**config.mk**
```make
export PLATFORM = sky130hd
export DESIGN_NAME = stream_max_min
export DESIGN_NICKNAME = d
export VERILOG_FILES = /design/src/rtl/stream_max_min.sv
export SDC_FILE = /design/constraint.sdc
export NUM_CORES = 1
export LEC_CHECK = 0
export ABC_AREA = 1
export BUFFER_PORTS_ARGS = -buffer_cell sky130_fd_sc_hd__clkbuf_2
export CAP_MARGIN = 15
export CELL_PAD_IN_SITES_DETAIL_PLACEMENT = 1
export CELL_PAD_IN_SITES_GLOBAL_PLACEMENT = 1
export CORE_MARGIN = 2
export CORE_UTILIZATION = 43
export CTS_BUF_LIST = sky130_fd_sc_hd__clkbuf_4 sky130_fd_sc_hd__clkbuf_8
export CTS_CLUSTER_DIAMETER = 80
export DETAILED_ROUTE_END_ITERATION = 12
export PLACE_DENSITY_LB_ADDON = 0.1
export SYNTH_ARGS = -nofsm -noshare
export SYNTH_HDL_FRONTEND = slang
export SYNTH_SLANG_ARGS = --single-unit
```
**constraint.sdc**
```tcl
create_clock -name clk -period 2.8 [get_ports clk]
set_input_delay 0.14 -clock clk [delete_from_list [all_inputs] [get_ports clk]]
set_output_delay 0.14 -clock clk [all_outputs]
set_load 0.02 [all_outputs]
```
**src/rtl/stream_max_min.sv**
```systemverilog
// Streaming frame statistics: collects N unsigned samples over valid/ready and
// reports running max, min and the first index of the max over a held result stream.
module stream_max_min #(
    parameter int W     = 4,
    parameter int N     = 8,
    parameter int IDX_W = 3
) (
    input  logic             clk,
    input  logic             rst_n,
    input  logic             start,
    input  logic             in_valid,
    output logic             in_ready,
    input  logic [W-1:0]     in_data,
    output logic             out_valid,
    input  logic             out_ready,
    output logic [W-1:0]     max,
    output logic [W-1:0]     min,
    output logic [IDX_W-1:0] max_idx,
    output logic             busy
);

    typedef enum logic [1:0] {
        IDLE    = 2'd0,
        COLLECT = 2'd1,
        HOLD    = 2'd2
    } state_t;

    localparam logic [IDX_W-1:0] LAST = IDX_W'(N - 1);

    state_t           state_q, state_d;
    logic [IDX_W-1:0] count_q, count_d;
    logic [W-1:0]     max_q, max_d;
    logic [W-1:0]     min_q, min_d;
    logic [IDX_W-1:0] idx_q, idx_d;

    always_ff @(posedge clk or negedge rst_n) begin
        if (!rst_n) begin
            state_q <= IDLE;
            count_q <= '0;
            max_q   <= '0;
            min_q   <= '0;
            idx_q   <= '0;
        end else begin
            state_q <= state_d;
            count_q <= count_d;
            max_q   <= max_d;
            min_q   <= min_d;
            idx_q   <= idx_d;
        end
    end

    always_comb begin
        state_d = state_q;
        count_d = count_q;
        max_d   = max_q;
        min_d   = min_q;
        idx_d   = idx_q;
        case (state_q)
            IDLE: begin
                if (start) begin
                    state_d = COLLECT;
                    count_d = '0;
                end
            end
            COLLECT: begin
                if (in_valid) begin
                    // The first sample seeds both extremes; strict compares keep the earliest max index.
                    if (count_q == '0) begin
                        max_d = in_data;
                        min_d = in_data;
                        idx_d = '0;
                    end else begin
                        if (in_data > max_q) begin
                            max_d = in_data;
                            idx_d = count_q;
                        end
                        if (in_data < min_q) begin
                            min_d = in_data;
                        end
                    end
                    if (count_q == LAST) begin
                        state_d = HOLD;
                        count_d = '0;
                    end else begin
                        count_d = count_q + 1'b1;
                    end
                end
            end
            HOLD: begin
                if (out_ready) begin
                    state_d = IDLE;
                end
            end
            default: begin
                state_d = IDLE;
                count_d = '0;
            end
        endcase
    end

    // Handshake outputs depend on state only, so no input reaches an output combinationally.
    assign in_ready  = (state_q == COLLECT);
    assign out_valid = (state_q == HOLD);
    assign busy      = (state_q == COLLECT) || (state_q == HOLD);
    assign max       = max_q;
    assign min       = min_q;
    assign max_idx   = idx_q;

endmodule

```
## Yosys cells after proc, flatten, opt, wreduce, memory -nomap -nowiden

Index checks and enable logic that the tools add are counted.
Widths: inputs -> output; s select.

- $add $sub $neg: 1
- Magnitude comparators: 2
- Eq/ne operators: 7
- Multiplexer cells: 15
- Bitwise operators: 1
- Reduce and logical (&&, ||, !) cells: 9

Operator list:

| kind | number |
|---|---|
| $mux 4 | 4 |
| $mux 3 | 5 |
| $pmux 3 s3 | 1 |
| $reduce_and 3->1 | 3 |
| $mux 2 | 4 |
| $pmux 2 s3 | 1 |
| $gt 4x4->1 | 1 |
| $lt 4x4->1 | 1 |
| $ne 2x1->1 const B | 2 |
| $ne 2x2->1 const B | 2 |
| $reduce_and 4->1 | 1 |
| $reduce_bool 2->1 | 2 |
| $add 3x1->3 const B | 1 |
| $eq 3x3->1 const B | 1 |
| $logic_not 3->1 | 1 |
| $eq 2x1->1 const B | 1 |
| $eq 2x2->1 const B | 1 |
| $logic_not 2->1 | 1 |
| $logic_or 1x1->1 | 1 |
| $not 1->1 | 1 |

- Register bits after elaboration: 16
- Bits of input ports: 9
- Word-level logic and storage cells: 40

## Longest topological paths before layout

- Depth in word-level cells: 4
- Mapped depth: 12
- Gate-level depth less buffers: 12

## Least setup slack after synthesis

No wires, ideal clock.

- Path type: flip-flop to flip-flop
- Start point: register state_q[1]
- End point: register state_q[1]
- Arrival time: 1.318 ns
- Required time: 2.678 ns
- Setup slack: 1.360 ns
- Cell stages (with the launch flop): 9
- Path buffers: 0
- Cells stage by stage: dfrtp_1 > inv_1 > ha_1 > inv_2 > or2_4 > o21ai_2 > nor2_2 > nand2_1 > o21ai_1

- Longest elaborated chain between the ends: 3
- Elaborated cells between the ends (all ways): 9
- Those cells by class: eq/ne: 6; mux: 1; reduce/logical: 2

RTL lines:

| item | line | RTL |
|---|---|---|
| start, declared | 30 | `state_t state_q, state_d;` |
| start signal, assigned | 44 | `state_q <= state_d;` |
| $eq 2x1->1 * | -- |  |
| named net in_ready | 12 | `output logic in_ready,` |
| $ne 2x1->1 (no source line) / $ne 2x2->1 (equally long branches) | -- |  |
| $reduce_and 4->1 (no source line) | -- |  |

Mark *: on every way through the listed nets, which the timed path passes. The rest lies on a longest branch.
A chain may end at the register's enable or synchronous reset.

## Final worst setup path

- Start point: register state_q[1]
- End point: register count_q[0]

- Longest elaborated chain between the ends: 3
- Elaborated cells between the ends (all ways): 8
- Those cells by class: eq/ne: 4; mux: 1; bitwise: 1; reduce/logical: 2

RTL lines:

| item | line | RTL |
|---|---|---|
| $eq 2x1->1, or another cell as far along | 58 | `case (state_q)` |
| $ne 2x2->1 (no source line) / $not 1->1 (equally long branches) | -- |  |
| $reduce_and 3->1 (no source line) | -- |  |
| end signal, assigned | 45 | `count_q <= count_d;` |
| end, declared | 31 | `logic [IDX_W-1:0] count_q, count_d;` |

Several ways; a longest one is shown, not always the timed one.

==> results.json <==
{
  "post-route-util_pct": 54.1,
  "min_from": "in_data[0]",
  "antenna_found_initial": 0,
  "hold_ws_ns": 0.128,
  "path_delay_family": "simple AND/OR/NAND/NOR gates",
  "drive_above_1_share_pct": 26.7,
  "via_per_inst": 4.99,
  "p_leak_nw": 0.709,
  "final_net_count": 174,
  "final_common_cell": "nand2_1",
  "cp-startpoint": "state_q[1]",
  "r2r-start": "state_q[1]",
  "cts_tree": "yes",
  "first_pass_iters": 4,
  "die_h_um": 52.6,
  "hold_violations": 0,
  "setup_viol": 0,
  "synth-async-reset-ratio_pct": 100,
  "power.net_switching_uw": 635,
  "synth_seq_cells": 16,
  "root_buffer": "clkbuf_4",
  "grt_pass1_wl_um": 3980,
  "path_max_fanout": 6,
  "synth_flop_cell": "dfrtp_1",
  "coreArea_um2": 2210,
  "min_path_type": "in2reg",
  "post_cts_buffers": 0,
  "wl_um": 2310,
  "path_clk_slew_ns": 0.09,
  "end_kind": "register",
  "htreeDepth": 1,
  "drt_iter0_drc": 6,
  "wl_per_cell_um": 13.0,
  "tightestPinTransition_ns": 0.409,
  "ios": 23,
  "grt.overflow.total": 0,
  "period_share_pct": 53.8,
  "power_density_nw_per_um2": 1080,
  "die_width_um": 52.6,
  "clkPwrFrac_pct": 11.8,
  "yosysWarnings": 0,
  "grt_pass1_vias": 897,
  "cp_num_buf_inv": 2,
  "syn-num-nets": 147,
  "drc": 0,
  "slowest_delay_ns": 0.37,
  "clk_latency_ns": 0.29,
  "drtAntennaViolNets": 0,
  "p_seq_share_pct": 30.1,
  "required_ns": 3.00,
  "cts-resized-gates": 0,
  "synth_edf_count": 0,
  "area_growth_pct": 18.1,
  "cts_hold_buf": 1,
  "layout_min_cycle_time_ns": 1.51,
  "finalMaxSlewViolations": 0,
  "insertedDiodeCount": 0,
  "p_sw_share_pct": 49.2,
  "clock_sinks": 16,
  "grt_max_degree": 17,
  "slew_headroom_pct": 72.8,
  "netlist-cell-type-count": 17,
  "die_area_um2": 2760,
  "fillers": 285,
  "cts_buffers": 3,
  "num_vias": 889,
  "ir_drop_mv": 0.592,
  "power_frac_comb_pct": 58.1,
  "worstPathArrival_ns": 1.71,
  "max_freq_mhz": 664,
  "max_cap_violations": 0,
  "critPathSlowestCell": "dfrtp_1",
  "layout_common_cells": "36 x nand2_1, 22 x clkbuf_2, 18 x inv_1",
  "outcome": "complete, no violations",
  "crit_chain": "inv_1 -> ha_1 -> inv_2 -> o22ai_2 -> nor2_1 -> nand3_1 -> o21ai_0",
  "critPathKind": "reg2reg",
  "power.internal_uw": 657,
  "synth.cell_area_um2": 1010,
  "cts_buffer_depth": 2,
  "fin_tns_setup_ns": 0,
  "track_usage_pct": 20.2,
  "start_kind": "register",
  "dp_hpwl_um": 1810,
  "syn_inst": 124,
  "syn-mean-instance-area_um2": 8.17,
  "initial_core_util_pct": 45.8,
  "port-buffer-count": 22,
  "rsz0062_at_grt": "no",
  "core.rowCount": 17,
  "fin_skew_ns": 0.00280,
  "place.gp.congestion": 0.797,
  "yosysSeqAreaShare_pct": 39.5
}
==> cell families after synthesis <==
| logic type | after synthesis | synth area share (%) |
|---|---|---|
| compound gates | 11 | 6.54 |
| fa+ha+maj | 14 | 17.3 |
| buf+inv | 23 | 8.89 |
| flops | 16 | 39.5 |
| simple gates | 60 | 27.8 |
==> through the flow <==
step	setup WS (ns)	power, mW	instance area, µm²	std cells
global route	1.05	1.42	1200	178
floorplan	1.36	0.943	1010	124
CTS	1.30	1.30	1200	178
global placement	1.40	1.10	1150	173
finish	1.29	1.29	1200	178
detailed placement	1.32	1.15	1150	173
==> synth_stat cells (2+ instances only) <==
master / count / share of area [%]
o21ai_1: 2 / 0.99
nand2_1: 36 / 13
o21ai_0: 3 / 1.5
inv_1: 18 / 6.7
a21oi_1: 4 / 2.0
nand2_2: 3 / 1.9
nand2_4: 3 / 3.3
nand3_1: 15 / 7.4
inv_2: 4 / 1.5
dfrtp_1: 16 / 40
ha_1: 14 / 17
==> worst reg2reg max path, cell delays in order (launching register included) <==
cell and delay (ns):
dfrtp_1 0.37, inv_1 0.09, ha_1 0.26, inv_2 0.09
o22ai_2 0.08, nor2_1 0.31, nand3_1 0.12, o21ai_0 0.11
==> flip-flops by register name (all words and copies together), names as in the netlist <==
name / flops
count_q: 3
max: 4
max_idx: 3
min: 4
state_q: 2
==> worst paths after layout <==
path,endpoint,slack [ns],cells past startpoint
max,count_q[0],1.29,7
max in group asynchronous,min[0],2.21,2
min reg2reg,max_idx[0],0.49,2
max reg2reg,count_q[0],1.29,7
min,max[0],0.13,3
min in group asynchronous,state_q[1],0.30,2
==> area by class of cell <==
cell class	count	area [µm²]	share of cell area, %
clock buffers	4	36.3	3.03
flip-flops and latches	16	400	33.4
inverters	22	82.6	6.90
well taps	28	35.0	2.93
multi-input cells	85	523	43.7
repair buffers	23	120	10.0
==> per-layer routing <==
metal  GRT usage (%)  wire length (µm)  part of all wire, %
met5               0                 0                    0
met4            8.97                37                  1.6
met3            4.00                83                  3.6
met2            35.2              1130                   49
met1            23.8              1060                   46
==> power groups by stage <==
stage | Combinational, mW | Clock, mW | Sequential, mW
2_1_floorplan | 0.485 | 0 | 0.458
3_3_place_gp | 0.717 | 0 | 0.385
3_5_place_dp | 0.753 | 0 | 0.393
4_1_cts | 0.757 | 0.158 | 0.388
5_1_grt | 0.855 | 0.169 | 0.401
6_report | 0.750 | 0.153 | 0.389
No activity file was read; power rests on OpenSTA's default activity.
